**config.mk**
```make
export PLATFORM = sky130hd
export DESIGN_NAME = display_arbiter_flat
export DESIGN_NICKNAME = d
export VERILOG_FILES = /design/src/rtl/display_arbiter_pkg.sv /design/src/rtl/display_arbiter_if.sv /design/src/rtl/display_arbiter_rr_pick.sv /design/src/rtl/display_arbiter.sv /design/src/flat_wrapper.sv
export SDC_FILE = /design/constraint.sdc
export NUM_CORES = 1
export LEC_CHECK = 0
export CAP_MARGIN = 40
export CORE_UTILIZATION = 35
export CTS_CLUSTER_SIZE = 20
export DETAILED_ROUTE_END_ITERATION = 8
export GPL_TIMING_DRIVEN = 0
export PLACE_DENSITY_LB_ADDON = 0.3
export SYNTH_ARGS = -nofsm -noshare
export SYNTH_HDL_FRONTEND = slang
export SYNTH_SLANG_ARGS = --single-unit
```
**constraint.sdc**
```tcl
create_clock -name clk -period 3.53 [get_ports clk]
set_input_delay 0.353 -clock clk [delete_from_list [all_inputs] [get_ports clk]]
set_output_delay 0.353 -clock clk [all_outputs]
set_load 0.01 [all_outputs]
```
**src/rtl/display_arbiter_pkg.sv**
```systemverilog
// Shared constants, state encoding and helpers for the bitboard display arbiter.
package numbat_display_pkg;

    localparam int BOARD_BITS             = 64;
    localparam int DEFAULT_TIMEOUT_CYCLES = 1024;

    // Legacy-compatible state codes; the enum below is built on them.
    localparam logic [1:0] ST_IDLE  = 2'd0;
    localparam logic [1:0] ST_ISSUE = 2'd1;
    localparam logic [1:0] ST_WAIT  = 2'd2;
    localparam logic [1:0] ST_ACK   = 2'd3;

    typedef enum logic [1:0] {
        IDLE  = ST_IDLE,
        ISSUE = ST_ISSUE,
        WAIT  = ST_WAIT,
        ACK   = ST_ACK
    } arb_state_t;

    // Width of a requester index; never below one bit.
    function automatic int idx_bits(input int n);
        return (n > 1) ? $clog2(n) : 1;
    endfunction

endpackage

```
**src/rtl/display_arbiter_if.sv**
```systemverilog
// Bundle of requester and display-unit signals around the arbiter.
// Handshake: a requester holds req_valid (and its bitboard until granted) until
// it sees its 1-cycle req_ack, and drops req_valid in that ack cycle. Toward the
// display unit, disp_attacking_valid is a single-cycle start pulse with
// disp_attacking held stable until the ack; disp_done is a single-cycle
// completion pulse that only counts while the arbiter is waiting for it.
interface display_arbiter_if #(
    parameter int NUM_REQ = 2
);
    import numbat_display_pkg::*;

    localparam int GW = idx_bits(NUM_REQ);

    logic [NUM_REQ-1:0]            req_valid;
    logic [BOARD_BITS*NUM_REQ-1:0] req_bitboard;
    logic [NUM_REQ-1:0]            req_ack;
    logic [BOARD_BITS-1:0]         disp_attacking;
    logic                          disp_attacking_valid;
    logic                          disp_done;
    logic [GW-1:0]                 grant_id;
    logic                          busy;
    logic                          timeout_err;
    logic [1:0]                    state_dbg;

    // Arbiter side.
    modport master (
        input  req_valid, req_bitboard, disp_done,
        output req_ack, disp_attacking, disp_attacking_valid,
               grant_id, busy, timeout_err, state_dbg
    );

    // Environment side: requesters plus display unit.
    modport slave (
        output req_valid, req_bitboard, disp_done,
        input  req_ack, disp_attacking, disp_attacking_valid,
               grant_id, busy, timeout_err, state_dbg
    );

endinterface

```
**src/rtl/display_arbiter_rr_pick.sv**
```systemverilog
// Combinational round-robin finder: first set request at or after ptr, wrapping.
module display_rr_pick
    import numbat_display_pkg::*;
#(
    parameter int NUM_REQ = 2,
    localparam int GW = idx_bits(NUM_REQ)
) (
    input  logic [NUM_REQ-1:0] req,
    input  logic [GW-1:0]      ptr,
    output logic [GW-1:0]      idx,
    output logic               found
);

    // Scan NUM_REQ candidates starting at ptr; the first hit wins.
    always_comb begin : scan
        int cand;
        cand  = 0;
        found = 1'b0;
        idx   = '0;
        for (int i = 0; i < NUM_REQ; i++) begin
            cand = int'(ptr) + i;
            if (cand >= NUM_REQ) cand = cand - NUM_REQ;
            if (!found && req[cand]) begin
                found = 1'b1;
                idx   = GW'(cand);
            end
        end
    end

endmodule

```
**src/rtl/display_arbiter.sv**
```systemverilog
// Round-robin arbiter sharing one bitboard display unit between NUM_REQ
// requesters: latches the granted board, pulses start, waits for done (with a
// watchdog), then acks the requester.
module display_arbiter
    import numbat_display_pkg::*;
#(
    parameter int NUM_REQ        = 2,
    parameter int TIMEOUT_CYCLES = DEFAULT_TIMEOUT_CYCLES
) (
    input  logic              clk,
    input  logic              reset,
    display_arbiter_if.master bus
);

    localparam int GW  = idx_bits(NUM_REQ);
    localparam int WDW = $clog2(TIMEOUT_CYCLES + 1);

    localparam logic [WDW-1:0]     WD_LAST  = WDW'(TIMEOUT_CYCLES - 1);
    localparam logic [WDW-1:0]     WD_ONE   = WDW'(1);
    localparam logic [GW-1:0]      IDX_LAST = GW'(NUM_REQ - 1);
    localparam logic [GW-1:0]      IDX_ONE  = GW'(1);
    localparam logic [NUM_REQ-1:0] ACK_ONE  = NUM_REQ'(1);

    arb_state_t            state;
    logic [GW-1:0]         ptr;
    logic [WDW-1:0]        wd;
    logic [GW-1:0]         grant_id;
    logic [BOARD_BITS-1:0] board_q;
    logic                  valid_q;
    logic [NUM_REQ-1:0]    ack_q;
    logic                  err_q;

    logic [GW-1:0]         pick_idx;
    logic                  pick_found;

    display_rr_pick #(.NUM_REQ(NUM_REQ)) u_pick (
        .req   (bus.req_valid),
        .ptr   (ptr),
        .idx   (pick_idx),
        .found (pick_found)
    );

    // Arbitration FSM with bitboard latch, watchdog, ack pulse and sticky error.
    always_ff @(posedge clk or posedge reset) begin
        if (reset) begin
            state    <= IDLE;
            ptr      <= '0;
            wd       <= '0;
            grant_id <= '0;
            board_q  <= '0;
            valid_q  <= 1'b0;
            ack_q    <= '0;
            err_q    <= 1'b0;
        end else begin
            case (state)
                IDLE: begin
                    if (pick_found) begin
                        grant_id <= pick_idx;
                        board_q  <= bus.req_bitboard[int'(pick_idx)*BOARD_BITS +: BOARD_BITS];
                        valid_q  <= 1'b1;
                        state    <= ISSUE;
                    end
                end
                ISSUE: begin
                    valid_q <= 1'b0;
                    wd      <= '0;
                    state   <= WAIT;
                end
                WAIT: begin
                    wd <= wd + WD_ONE;
                    // Done takes priority over an expiring watchdog in the same cycle.
                    if (bus.disp_done) begin
                        ack_q <= ACK_ONE << grant_id;
                        state <= ACK;
                    end else if (wd == WD_LAST) begin
                        err_q <= 1'b1;
                        ack_q <= ACK_ONE << grant_id;
                        state <= ACK;
                    end
                end
                ACK: begin
                    ack_q <= '0;
                    ptr   <= (grant_id == IDX_LAST) ? '0 : grant_id + IDX_ONE;
                    state <= IDLE;
                end
                default: state <= IDLE;
            endcase
        end
    end

    assign bus.req_ack              = ack_q;
    assign bus.disp_attacking       = board_q;
    assign bus.disp_attacking_valid = valid_q;
    assign bus.grant_id             = grant_id;
    assign bus.busy                 = (state != IDLE);
    assign bus.timeout_err          = err_q;
    assign bus.state_dbg            = state;

endmodule

```
**src/flat_wrapper.sv**
```systemverilog
// flat-port wrapper written by rule: the top's interface ports become plain ports
module display_arbiter_flat import numbat_display_pkg::*;
#(
    parameter int NUM_REQ        = 2,
    parameter int TIMEOUT_CYCLES = DEFAULT_TIMEOUT_CYCLES
)
  (clk, reset, bus_req_valid, bus_req_bitboard, bus_disp_done, bus_req_ack, bus_disp_attacking, bus_disp_attacking_valid, bus_grant_id, bus_busy, bus_timeout_err, bus_state_dbg);
  display_arbiter_if #(.NUM_REQ(NUM_REQ)) bus_i ();
  input  logic clk;
  input  logic reset;
  input wire logic [$bits(bus_i.req_valid)-1:0] bus_req_valid;
  input wire logic [$bits(bus_i.req_bitboard)-1:0] bus_req_bitboard;
  input wire logic [$bits(bus_i.disp_done)-1:0] bus_disp_done;
  output wire logic [$bits(bus_i.req_ack)-1:0] bus_req_ack;
  output wire logic [$bits(bus_i.disp_attacking)-1:0] bus_disp_attacking;
  output wire logic [$bits(bus_i.disp_attacking_valid)-1:0] bus_disp_attacking_valid;
  output wire logic [$bits(bus_i.grant_id)-1:0] bus_grant_id;
  output wire logic [$bits(bus_i.busy)-1:0] bus_busy;
  output wire logic [$bits(bus_i.timeout_err)-1:0] bus_timeout_err;
  output wire logic [$bits(bus_i.state_dbg)-1:0] bus_state_dbg;
  assign bus_i.req_valid = bus_req_valid;
  assign bus_i.req_bitboard = bus_req_bitboard;
  assign bus_i.disp_done = bus_disp_done;
  assign bus_req_ack = bus_i.req_ack;
  assign bus_disp_attacking = bus_i.disp_attacking;
  assign bus_disp_attacking_valid = bus_i.disp_attacking_valid;
  assign bus_grant_id = bus_i.grant_id;
  assign bus_busy = bus_i.busy;
  assign bus_timeout_err = bus_i.timeout_err;
  assign bus_state_dbg = bus_i.state_dbg;
  display_arbiter #(.NUM_REQ(NUM_REQ), .TIMEOUT_CYCLES(TIMEOUT_CYCLES)) u_core (.clk(clk), .reset(reset), .bus(bus_i));
endmodule
```
==> results of run 1 <==
## area by class of cell
cell class                      count  area [um2]  area share, %
Buffer                             22         140           2.20
Clock buffer                       11         131           2.07
Clock inverter                      4        52.6          0.826
Inverter                            9        36.3          0.571
Multi-Input combinational cell    262        1680           26.5
Sequential cell                    83        2080           32.7
Tap cell                          140         175           2.75
Timing Repair Buffer              205        2060           32.4
## path summary, 6_finish.rpt
path	end	cells past startpoint	start	slack, ns
max	bus_busy	4	u_core.bus.state_dbg[0]$_DFFE_PP0P_	1.42
max in group asynchronous	u_core.bus.disp_attacking[43]$_DFFE_PP0P_	3	reset	2.51
min in group clk	u_core.bus.disp_attacking[38]$_DFFE_PP0P_	2	u_core.bus.disp_attacking[38]$_DFFE_PP0P_	0.48
max reg2reg	u_core.bus.disp_attacking[43]$_DFFE_PP0P_	7	u_core.bus.state_dbg[0]$_DFFE_PP0P_	1.69
min	u_core.bus.disp_attacking[11]$_DFFE_PP0P_	2	reset	0.41
min reg2reg	u_core.bus.disp_attacking[38]$_DFFE_PP0P_	2	u_core.bus.disp_attacking[38]$_DFFE_PP0P_	0.48
## cell families (layout without fill, tap and decap cells)
kind of cell | after synthesis | in the layout | synth area share, %
AO/OA/AOI/OAI | 82 | 82 | 11.4
XOR/XNOR | 6 | 6 | 1.34
adder cells (fa/ha/maj) | 6 | 6 | 1.91
buffers and inverters | 31 | 251 | 4.42
flip-flops | 83 | 83 | 52.8
multiplexers | 66 | 66 | 16.8
AND/OR/NAND/NOR | 102 | 102 | 11.4
## power by group through the flow
stage | combinational (mW) | sequential (mW) | clock, mW
finish | 2.26 | 1.57 | 0.656
global placement | 2.24 | 1.57 | 0
floorplan | 0.889 | 1.76 | 0
detailed placement | 2.29 | 1.59 | 0
global route | 2.49 | 1.63 | 0.709
CTS | 2.30 | 1.58 | 0.677
## state kept, by name (all words and copies together), names as in the netlist
signal	count
u_core.bus.disp_attacking	64
u_core.wd	11
u_core.bus.req_ack	2
u_core.bus.state_dbg	2
u_core.bus.timeout_err	1
u_core.bus.grant_id	1
u_core.ptr	1
u_core.bus.disp_attacking_valid	1
## layout by cell type, fill, tap and decap left out, types with 5 or more instances in the layout
master,instances
o21ai_1,50
clkdlybuf4s50_1,204
mux2i_1,66
inv_1,7
o21ai_0,20
nand2_1,71
nor2_1,11
buf_6,5
dfrtp_1,83
ha_1,6
clkbuf_8,9
clkbuf_1,5
buf_2,10
## routing by layer
metal  wire, um  part of all wire [%]
met5          0                     0
met4        119                   1.1
met3        813                   7.4
met2       5620                    51
met1       4510                    41
## metrics by stage
stage / utilization (%) / total power, mW / cell area [um2]
finish: 58.4 / 4.49 / 6360
global route: 58.4 / 4.82 / 6360
CTS: 58.4 / 4.55 / 6360
detailed placement: 56.7 / 3.88 / 6170
global placement: 56.5 / 3.81 / 6150
floorplan: - / 2.64 / 3940
==> impl_metrics.py, run 1 <==
metrics = {
    "global_routing": {
        "grt_first_pass_wirelength_um": 17800,
        "grt_usage_pct": 19.3,
        "busiest_layer": "met2",
        "antenna_found_initial": 0,
        "use_met3_pct": 4.04,
        "grt_max_degree": 45,
        "met1_usage_pct": 22.9,
        "overflow": 0,
        "grt_pass1_vias": 3655,
        "met2_usage_pct": 34.9,
    },
    "power": {
        "switchingPower_mw": 1.64,
        "p_seq_share_pct": 35.0,
        "p_sw_share_pct": 36.5,
        "p_comb_share_pct": 50.4,
        "p_per_area_mw_per_mm2": 707,
        "p_int_mw": 2.85,
        "pwr-share-clk_pct": 14.6,
        "p_leak_nw": 2.88,
        "max-vdd-ir-drop_mv": 0.390,
    },
    "routing": {
        "drt-initial-drc-count": 127,
        "totalWireLength_um": 11100,
        "drc_errors": 0,
        "final_antenna_net_count": 0,
        "drtPass1Iterations": 4,
        "vias_per_cell": 4.81,
        "vias": 3541,
        "wl_per_cell_um": 15.0,
    },
    "sta": {
        "setup_slack_ns": 1.42,
        "finalCritPeriodShare_pct": 59.8,
        "rsz0062_at_grt": "false",
        "finClkSkew_ns": 0.00945,
        "slew_headroom_pct": 66.7,
        "fin_tns_setup_ns": 0,
        "worst_pin_slew_ns": 0.494,
        "min_period_ns": 2.11,
        "timing.hold.ws_ns": 0.409,
        "setup_viol": 0,
        "max_freq_ghz": 0.474,
        "finalHoldViolCount": 0,
        "report.final.slew_viol_count": 0,
    },
    "floorplan": {
        "design.core.area_mm2": 0.0109,
        "rows": 38,
        "die_area_mm2": 0.0117,
        "io_pins": 205,
        "start_util_pct": 36.1,
        "fp.dieH_um": 108,
        "die_x_um": 108,
    },
    "final_layout": {
        "antennaDiodeCount": 0,
        "syn_to_final_growth_pct": 61.6,
        "drive_gt1_share_pct": 7.05,
        "final_cell_count_no_fill": 736,
        "nets": 731,
        "fill_cells": 990,
    },
    "cts": {
        "post_cts.repair.setup_buffers": 0,
        "clkSlewWorstSetupHoldPaths_ns": 0.09,
        "cts_tree": "yes",
        "post_cts_resized": 0,
        "clk_path_buf_depth": 2,
        "root_buffer": "clkbuf_8",
        "clock-sinks": 83,
        "clkLatencyLatePin_ns": 0.34,
        "cts_hold_buf": 0,
        "cts_made_buffers": 9,
        "cts_htree_levels": 3,
    },
    "synth": {
        "synth_top_area_share_pct": 52.8,
        "ys_top_cells_by_count": "dfrtp_1, nand2_1, mux2i_1",
        "ys_warn_count": 0,
        "syn_avg_cell_area_um2": 10.5,
        "synth_edf_count": 0,
        "synth_flop_cell": "dfrtp_1",
        "ys_types": 35,
        "ys_ff_latch": 83,
        "synth_top_area_cell": "dfrtp_1",
        "synth_area_leaders": "dfrtp_1, mux2i_1, nand2_1",
        "synth-async-reset-ratio_pct": 100,
        "synth_most_common_cell": "dfrtp_1",
        "syn_nets": 515,
        "synthCells": 376,
        "ys_seq_area_share_pct": 52.8,
        "syn_area_mm2": 0.00394,
    },
    "setup_path": {
        "crit_type": "reg -> out",
        "worst-path-buf-inv": 3,
        "cp_data_arrival_time_ns": 1.76,
        "cp_top_family": "buffers and inverters",
        "cp_slowest_cell": "clkdlybuf4s50_1",
        "cp_cell_sequence": "inv_1, ha_1, inv_1, clkdlybuf4s50_1",
        "crit_fanout": 5,
        "crit_required_ns": 3.18,
        "crit_path_frequent_cell": "inv_1",
        "crit_path_end_kind": "primary output",
        "startpoint_type": "register",
        "slowest_delay_ns": 0.55,
    },
    "flow_run": {
        "max_cap_viol_count": 0,
    },
    "placed_design": {
        "dp_hpwl_um": 8650,
        "port_buffers": 204,
        "dpl_worst_slack_ns": 1.35,
        "dp.cells": 721,
        "gp_congestion": 0.783,
    },
    "run_status": {
        "status": "finished clean",
    },
    "hold_path": {
        "hold_path_class": "in -> async",
    },
}
(Power assumes the default switching activity.)
==> run 2, diff against run 1 <==
==> constraint.sdc (replaced) <==
create_clock -name clk -period 2.2 [get_ports clk]
set_input_delay 0.22 -clock clk [delete_from_list [all_inputs] [get_ports clk]]
set_output_delay 0.22 -clock clk [all_outputs]
set_load 0.01 [all_outputs]
==> impl_metrics.py, run 2 (synthesis results as in run 1) <==
metrics = {
    "routing": {
        "wl_met2_um": 5650,
        "final_antenna_net_count": 0,
        "drtPass1Iterations": 5,
        "maxUsedRoutingLayer": "met4",
        "drt-initial-drc-count": 86,
        "vias": 3547,
        "drc_errors": 0,
        "wl_per_cell_um": 14.9,
        "wirelength_met1_um": 4350,
        "vias_per_cell": 4.81,
        "wl_met3_um": 922,
        "totalWireLength_um": 11000,
    },
    "final_layout": {
        "nets": 732,
        "fill_cells": 933,
        "regArea_mm2": 0.00208,
        "antennaDiodeCount": 0,
        "layout_commonest_cell": "clkdlybuf4s50_1",
        "most-common-layout-cells": "clkdlybuf4s50_1, dfrtp_1, nand2_1",
        "final_area_mm2": 0.00641,
        "drive_gt1_share_pct": 7.53,
        "final_util_pct": 58.9,
        "largest_register_ffs": 64,
        "final_cell_count_no_fill": 738,
        "multi_input_area_mm2": 0.00168,
        "syn_to_final_growth_pct": 62.9,
    },
    "floorplan": {
        "design.core.area_mm2": 0.0109,
        "die_x_um": 108,
        "die_area_mm2": 0.0117,
        "rows": 38,
        "io_pins": 205,
        "start_util_pct": 36.1,
        "fp.dieH_um": 108,
    },
    "sta": {
        "report.final.slew_viol_count": 0,
        "setup_viol": 0,
        "setup_slack_ns": 0.199,
        "finClkSkew_ns": 0.0119,
        "worst_pin_slew_ns": 0.471,
        "min_period_ns": 2.00,
        "timing.hold.ws_ns": 0.256,
        "fin_tns_setup_ns": 0,
        "max_freq_ghz": 0.500,
        "slew_headroom_pct": 68.3,
        "rsz0062_at_grt": "false",
        "finalCritPeriodShare_pct": 90.9,
        "finalHoldViolCount": 0,
    },
    "placed_design": {
        "place_area_mm2": 0.00620,
        "port_buffers": 204,
        "dpl_worst_slack_ns": 0.185,
        "gp_congestion": 0.771,
        "dp.cells": 722,
        "dp_hpwl_um": 8830,
    },
    "cts": {
        "cts_tree": "yes",
        "cts_hold_buf": 0,
        "clkSlewWorstSetupHoldPaths_ns": 0.08,
        "clkLatencyLatePin_ns": 0.34,
        "clock-sinks": 83,
        "cts_made_buffers": 9,
        "clk_path_buf_depth": 2,
        "post_cts_resized": 0,
        "root_buffer": "clkbuf_8",
        "post_cts.repair.setup_buffers": 0,
        "cts_htree_levels": 3,
    },
    "power": {
        "pwr-share-clk_pct": 15.7,
        "p_seq_share_pct": 34.9,
        "p_leak_nw": 2.91,
        "p_sw_share_pct": 35.7,
        "p_per_area_mw_per_mm2": 1140,
        "p_total_mw": 7.28,
        "p_comb_share_pct": 49.5,
        "p_int_mw": 4.68,
        "max-vdd-ir-drop_mv": 0.541,
        "switchingPower_mw": 2.60,
    },
    "setup_path": {
        "timing.rr.end": "u_core.bus.disp_attacking[43]$_DFFE_PP0P_",
        "crit_type": "reg -> out",
        "startpoint_type": "register",
        "cp_data_arrival_time_ns": 1.78,
        "rr_startpoint": "u_core.bus.state_dbg[0]$_DFFE_PP0P_",
        "r2r_cells": 7,
        "crit_fanout": 5,
        "crit_path_end_kind": "primary output",
        "crit_required_ns": 1.98,
        "ff2ff_setup_slack_ns": 0.35,
    },
    "global_routing": {
        "grt_pass1_vias": 3634,
        "overflow": 0,
        "grt_usage_pct": 19.2,
        "antenna_found_initial": 0,
        "grt_first_pass_wirelength_um": 17500,
        "grt_max_degree": 41,
    },
    "hold_path": {
        "hold_path_class": "in -> async",
    },
    "flow_run": {
        "max_cap_viol_count": 0,
    },
    "run_status": {
        "status": "finished clean",
    },
}
run 2: area by class of cell:
type,count,share of cell area [%]
Tap cell,140,2.73
Clock buffer,13,2.64
Timing Repair Buffer,206,32.5
Inverter,9,0.586
Multi-Input combinational cell,262,26.3
Buffer,22,2.19
Sequential cell,83,32.4
Clock inverter,3,0.703
run 2: metal layers:
layer / vias to the layer above / global-route usage [%]
met5: - / 0
met4: 0 / 4.40
met3: 11 / 4.52
met2: 129 / 35.5
met1: 1672 / 22.3
li1: 1735 / -
run 2: worst max-delay path, stage by stage, from the launching register on:
cell and delay [ns]:
dfrtp_1 0.45, inv_1 0.11, ha_1 0.23, inv_1 0.10
clkdlybuf4s50_1 0.55
run 2: power groups by stage:
| stage | Sequential (mW) | Combinational, mW | Clock, mW |
|---|---|---|---|
| finish | 2.54 | 3.60 | 1.14 |
| global placement | 2.53 | 3.58 | 0 |
| detailed placement | 2.57 | 3.66 | 0 |
| global route | 2.62 | 3.97 | 1.24 |
| floorplan | 2.82 | 1.43 | 0 |
| CTS | 2.55 | 3.67 | 1.18 |
run 2: worst max path at each step:
stage                     cells past startpoint                                   endpoint                           startpoint
after floorplan                               6                   u_core.wd[8]$_DFFE_PP0P_  u_core.bus.state_dbg[0]$_DFFE_PP0P_
after global placement                        2          u_core.bus.req_ack[0]$_DFFE_PP0P_                                reset
after detailed placement                      6  u_core.bus.disp_attacking[41]$_DFFE_PP0P_                     bus_req_valid[1]
after CTS                                     4                                   bus_busy  u_core.bus.state_dbg[0]$_DFFE_PP0P_
after global routing                          4                                   bus_busy  u_core.bus.state_dbg[0]$_DFFE_PP0P_
final                                         4                                   bus_busy  u_core.bus.state_dbg[0]$_DFFE_PP0P_
==> run 3, diff against run 2 <==
--- a/config.mk
+++ b/config.mk
@@ -7,10 +7,11 @@
 export LEC_CHECK = 0
 export CAP_MARGIN = 40
 export CORE_UTILIZATION = 35
-export CTS_CLUSTER_SIZE = 20
+export CTS_CLUSTER_SIZE = 30
 export DETAILED_ROUTE_END_ITERATION = 8
 export GPL_TIMING_DRIVEN = 0
 export PLACE_DENSITY_LB_ADDON = 0.3
+export SLEW_MARGIN = 10
 export SYNTH_ARGS = -nofsm -noshare
 export SYNTH_HDL_FRONTEND = slang
 export SYNTH_SLANG_ARGS = --single-unit
==> constraint.sdc (replaced) <==
create_clock -name clk -period 1.85 [get_ports clk]
set_input_delay 0.185 -clock clk [delete_from_list [all_inputs] [get_ports clk]]
set_output_delay 0.185 -clock clk [all_outputs]
set_load 0.01 [all_outputs]
==> impl_metrics.py, run 3 (synthesis results as in run 1) <==
metrics = {
    "sta": {
        "slew_headroom_pct": 70.0,
        "setup_slack_ns": 0.149,
        "finClkSkew_ns": 0.0106,
        "finalHoldViolCount": 0,
        "report.final.slew_viol_count": 0,
        "finalCritPeriodShare_pct": 92.0,
        "worst_pin_slew_ns": 0.448,
        "setup_viol": 0,
        "fin_tns_setup_ns": 0,
        "min_period_ns": 1.70,
        "rsz0062_at_grt": "false",
        "max_freq_ghz": 0.588,
    },
    "final_layout": {
        "nets": 735,
        "most-common-layout-cells": "clkdlybuf4s50_1, dfrtp_1, nand2_1",
        "final_cell_count_no_fill": 741,
        "syn_to_final_growth_pct": 63.4,
        "antennaDiodeCount": 0,
        "layout_commonest_cell": "clkdlybuf4s50_1",
        "final_area_mm2": 0.00643,
        "largest_register_ffs": 64,
        "drive_gt1_share_pct": 8.49,
        "fill_cells": 969,
    },
    "setup_path": {
        "cp_top_family": "simple AND/OR/NAND/NOR gates",
        "worst-path-buf-inv": 2,
        "cp_cell_sequence": "inv_1, ha_1, inv_2, nor4_1, xnor2_1, nor2_1",
        "startpoint_type": "register",
        "cp_slowest_cell": "ha_1",
        "crit_path_end_kind": "register",
        "slowest_delay_ns": 0.41,
        "cp_data_arrival_time_ns": 1.94,
        "crit_required_ns": 2.09,
        "crit_type": "reg -> reg",
        "crit_fanout": 8,
    },
    "floorplan": {
        "die_area_mm2": 0.0117,
        "rows": 38,
        "die_x_um": 108,
        "fp.dieH_um": 108,
        "design.core.area_mm2": 0.0109,
        "io_pins": 205,
        "start_util_pct": 36.1,
    },
    "routing": {
        "vias": 3558,
        "drt-initial-drc-count": 104,
        "wl_per_cell_um": 15.1,
        "drtPass1Iterations": 4,
        "totalWireLength_um": 11200,
        "vias_per_cell": 4.80,
        "final_antenna_net_count": 0,
        "drc_errors": 0,
    },
    "placed_design": {
        "dp.cells": 722,
        "gp_congestion": 0.771,
        "place_area_mm2": 0.00620,
        "dp_hpwl_um": 8890,
        "dpl_worst_slack_ns": -0.133,
        "port_buffers": 204,
    },
    "hold_path": {
        "hold_path_class": "in -> async",
    },
    "cts": {
        "root_buffer": "clkbuf_8",
        "cts_htree_levels": 3,
        "cts_made_buffers": 9,
        "clkLatencyLatePin_ns": 0.35,
        "cts_hold_buf": 0,
        "cts_tree": "yes",
        "clk_path_buf_depth": 2,
        "clkSlewWorstSetupHoldPaths_ns": 0.09,
        "clock-sinks": 83,
    },
    "run_status": {
        "status": "finished clean",
    },
    "global_routing": {
        "antenna_found_initial": 0,
        "overflow": 0,
        "grt_max_degree": 40,
        "grt_pass1_vias": 3672,
        "grt_first_pass_wirelength_um": 17700,
        "grt_usage_pct": 19.7,
    },
    "power": {
        "p_comb_share_pct": 50.6,
        "pwr-share-clk_pct": 14.9,
        "switchingPower_mw": 3.14,
        "p_per_area_mw_per_mm2": 1350,
        "p_seq_share_pct": 34.5,
        "p_sw_share_pct": 36.2,
        "p_leak_nw": 2.92,
        "max-vdd-ir-drop_mv": 0.694,
        "p_int_mw": 5.53,
    },
    "flow_run": {
        "max_cap_viol_count": 0,
    },
}
-- run 3: cell type report --
type	instances	area, um2	area share (%)
repair buffers	209	2110	32.8
multi-input cells	262	1690	26.4
inverters	9	37.5	0.584
clock buffers	11	141	2.20
well taps	140	175	2.72
plain buffers	22	144	2.24
flip-flops and latches	83	2080	32.3
clock inverters	5	52.6	0.817
-- run 3: layer usage --
metal,part of all wire (%),global-route usage [%]
met1,41,23.3
met2,51,35.0
met4,1.1,6.46
met3,7.6,4.46
met5,0,0
-- run 3: power by group through the flow --
| stage | Combinational [mW] | Sequential (mW) | Clock (mW) |
|---|---|---|---|
| global placement | 4.25 | 3.01 | 0 |
| global route | 4.81 | 3.09 | 1.40 |
| CTS | 4.43 | 3.00 | 1.33 |
| finish | 4.39 | 2.99 | 1.30 |
| floorplan | 1.70 | 3.35 | 0 |
| detailed placement | 4.37 | 3.06 | 0 |
-- run 3: per-stage QoR --
step | util [%] | hold slack (ns) | power (mW)
after floorplan | - | 0.346 | 5.05
after global placement | 56.5 | 0.462 | 7.26
after detailed placement | 56.9 | 0.472 | 7.42
after CTS | 58.8 | 0.216 | 8.76
after global routing | 59.0 | 0.247 | 9.31
final | 59.0 | 0.218 | 8.67
-- run 3: final timing paths --
kind                                                                start                                   endpoint  slack [ns]  cells after the start
worst min register to register  u_core.bus.disp_attacking[36]$_DFFE_PP0P_  u_core.bus.disp_attacking[36]$_DFFE_PP0P_        0.48                      2
max in group asynchronous                                           reset  u_core.bus.disp_attacking[54]$_DFFE_PP0P_        1.11                      3
worst max-delay path                  u_core.bus.state_dbg[1]$_DFFE_PP0P_                  u_core.wd[10]$_DFFE_PP0P_        0.15                      6
min in group clk                                    bus_req_bitboard[123]  u_core.bus.disp_attacking[59]$_DFFE_PP0P_        0.45                      3
worst max register to register        u_core.bus.state_dbg[1]$_DFFE_PP0P_                  u_core.wd[10]$_DFFE_PP0P_        0.15                      6
worst min-delay path                                                reset   u_core.bus.disp_attacking[7]$_DFFE_PP0P_        0.22                      2
-- run 3: worst reg2reg max path, stage by stage (launching register included) --
cell and delay, ns:
dfrtp_1 0.36, inv_1 0.09, ha_1 0.41, inv_2 0.12
nor4_1 0.37, xnor2_1 0.17, nor2_1 0.06
-- run 3: timing repair --
item	in CTS	in global routing
gates resized for setup	1	7
buffers inserted	2	0
gates cloned	0	1
endpoints found under the setup margin	45	67
==> variant, RTL diff (flow settings as in run 1) <==
`NUM_REQ` is set to 2 in 4 places; all go to 1.
--- a/src/rtl/display_arbiter_if.sv
+++ b/src/rtl/display_arbiter_if.sv
@@ -5,7 +5,7 @@
 // disp_attacking held stable until the ack; disp_done is a single-cycle
 // completion pulse that only counts while the arbiter is waiting for it.
 interface display_arbiter_if #(
-    parameter int NUM_REQ = 2
+    parameter int NUM_REQ = 1
 );
     import numbat_display_pkg::*;
 
--- a/src/rtl/display_arbiter_rr_pick.sv
+++ b/src/rtl/display_arbiter_rr_pick.sv
@@ -2,7 +2,7 @@
 module display_rr_pick
     import numbat_display_pkg::*;
 #(
-    parameter int NUM_REQ = 2,
+    parameter int NUM_REQ = 1,
     localparam int GW = idx_bits(NUM_REQ)
 ) (
     input  logic [NUM_REQ-1:0] req,
--- a/src/rtl/display_arbiter.sv
+++ b/src/rtl/display_arbiter.sv
@@ -4,7 +4,7 @@
 module display_arbiter
     import numbat_display_pkg::*;
 #(
-    parameter int NUM_REQ        = 2,
+    parameter int NUM_REQ        = 1,
     parameter int TIMEOUT_CYCLES = DEFAULT_TIMEOUT_CYCLES
 ) (
     input  logic              clk,
--- a/src/flat_wrapper.sv
+++ b/src/flat_wrapper.sv
@@ -1,7 +1,7 @@
 // flat-port wrapper written by rule: the top's interface ports become plain ports
 module display_arbiter_flat import numbat_display_pkg::*;
 #(
-    parameter int NUM_REQ        = 2,
+    parameter int NUM_REQ        = 1,
     parameter int TIMEOUT_CYCLES = DEFAULT_TIMEOUT_CYCLES
 )
   (clk, reset, bus_req_valid, bus_req_bitboard, bus_disp_done, bus_req_ack, bus_disp_attacking, bus_disp_attacking_valid, bus_grant_id, bus_busy, bus_timeout_err, bus_state_dbg);
Interface: changed (resized bus_req_ack, bus_req_bitboard and bus_req_valid); port bits go from 205 to 139. The function was not compared with the original's and may differ.
==> variant against run 1 <==
  * The run now ends with design-rule violations left
  * Setup slack improved by 0.033 ns
  * Count of clock-buffer cells in the layout decreased by 1
  * Area after synthesis decreased by 17%
  * Largest cell class is now sequential cells
  * Sequential share of layout area increased by 7.4 points
  * Wire length decreased by 34%
  * Power decreased by 6.4%
  * Sequential cell count decreased by 3
  * Utilization decreased by 1.9 points
  * Design area decreased by 21%
==> variant: results <==
[run_status]
outcome = "finished with violations"
violations = "design-rule violations"

[synth]
yosysSeqAreaShare = 0.615
synth_compound_area_frac = 0.0403
synth_mux_area_frac = 0.229
synth_area_leaders = "dfrtp_1, mux2_2, ha_1, inv_1, nand2_1"
yosys-top-cells-count = "dfrtp_1, mux2_2, inv_1, nand2_1, o21ai_0"
synth_xor_area_frac = 0.00538
synthDistinctLibCells = 37
async_reset_ff_frac = 1.00
yosys.area_share.adder = 0.0192
syn_nets = 304

[global_routing]
grt_pass1_wl_microns = 12200
use_met2 = 0.250
use_met1 = 0.213
track_usage = 0.163
grt_max_degree = 51
grt_pass1_vias = 2406
use_met3 = 0.0582

[critical_path]
reg2reg_to = "u_core.bus.disp_attacking[18]"
r2r_cells = 6
path_max_fanout = 4
arrival_ns = 1.72
reg2reg_slack_ns = 1.68

[placed_design]
gp_congestion = 0.851
dpl.hpwl_microns = 5470
io_buffers = 137

[clock_network]
root_buffer = "clkbuf_8"
post-cts-setup-buffers = 0
numCtsBuffers = 9
insertion_delay_ns = 0.35
cts-hold-fix-buffers = 0

[power_and_ir_drop]
irDropWorstVdd_mv = 0.360
leakage_nw = 2.08

[route]
drt_iter0_markers = 71
drc_errors = 15
wl_per_cell_microns = 14.9
dr.pass1.iters = 8
num_vias = 2343

[cells_and_area]
antenna_cells = 0
nets = 453
layout-drive-gt1-share = 0.244

[sta]
skew_ns = 0.00971
max_slew_margin = 0.641
## variant: critical path, stage by stage, from the launching register on
cell             delay, ns
dfrtp_1               0.41
inv_1                 0.11
ha_1                  0.24
inv_1                 0.09
clkdlybuf4s50_1       0.54
## variant: worst max path at each step
| stage | slack, ns | depth (start not counted) | startpoint | end |
|---|---|---|---|---|
| final | 1.45 | 4 | u_core.bus.state_dbg[0] | bus_busy |
| after global routing | 1.35 | 4 | u_core.bus.state_dbg[0] | bus_busy |
| after CTS | 1.44 | 4 | u_core.bus.state_dbg[0] | bus_busy |
| after detailed placement | 1.61 | 5 | bus_req_valid | u_core.bus.disp_attacking[18] |
| after global placement | -0.19 | 2 | reset | u_core.bus.disp_attacking[14] |
| after floorplan | 1.13 | 1 | reset | u_core.bus.disp_attacking[0] |
## variant: power by group
part | total (mW) | leakage (nW) | switching [mW] | internal (mW)
combinational | 1.99 | 1.01 | 0.767 | 1.22
sequential | 1.53 | 0.969 | 0.200 | 1.33
clock | 0.687 | 0.0989 | 0.339 | 0.348
## variant: layer usage
layer	vias to the layer above	part of all wire
li1	1107	-
met3	10	0.10
met1	1129	0.42
met5	-	0
met4	0	0.013
met2	97	0.46
## variant: layout make-up
class | instances | area, sq um
Multi-Input combinational cell | 130 | 1160
Tap cell | 108 | 135
Clock inverter | 6 | 67.6
Clock buffer | 10 | 138
Fill cell | 744 | 3850
Buffer | 10 | 48.8
Inverter | 11 | 43.8
Timing Repair Buffer | 138 | 1400
Sequential cell | 80 | 2000
## variant: per-stage QoR
stage	worst slack (ns)	area (sq um)	cells	hold slack, ns
floorplan	1.13	3260	231	0.497
global placement	-0.195	4760	476	0.459
detailed placement	1.61	4790	477	0.470
CTS	1.44	5000	493	0.349
global route	1.35	5000	493	0.377
finish	1.45	5000	493	0.356
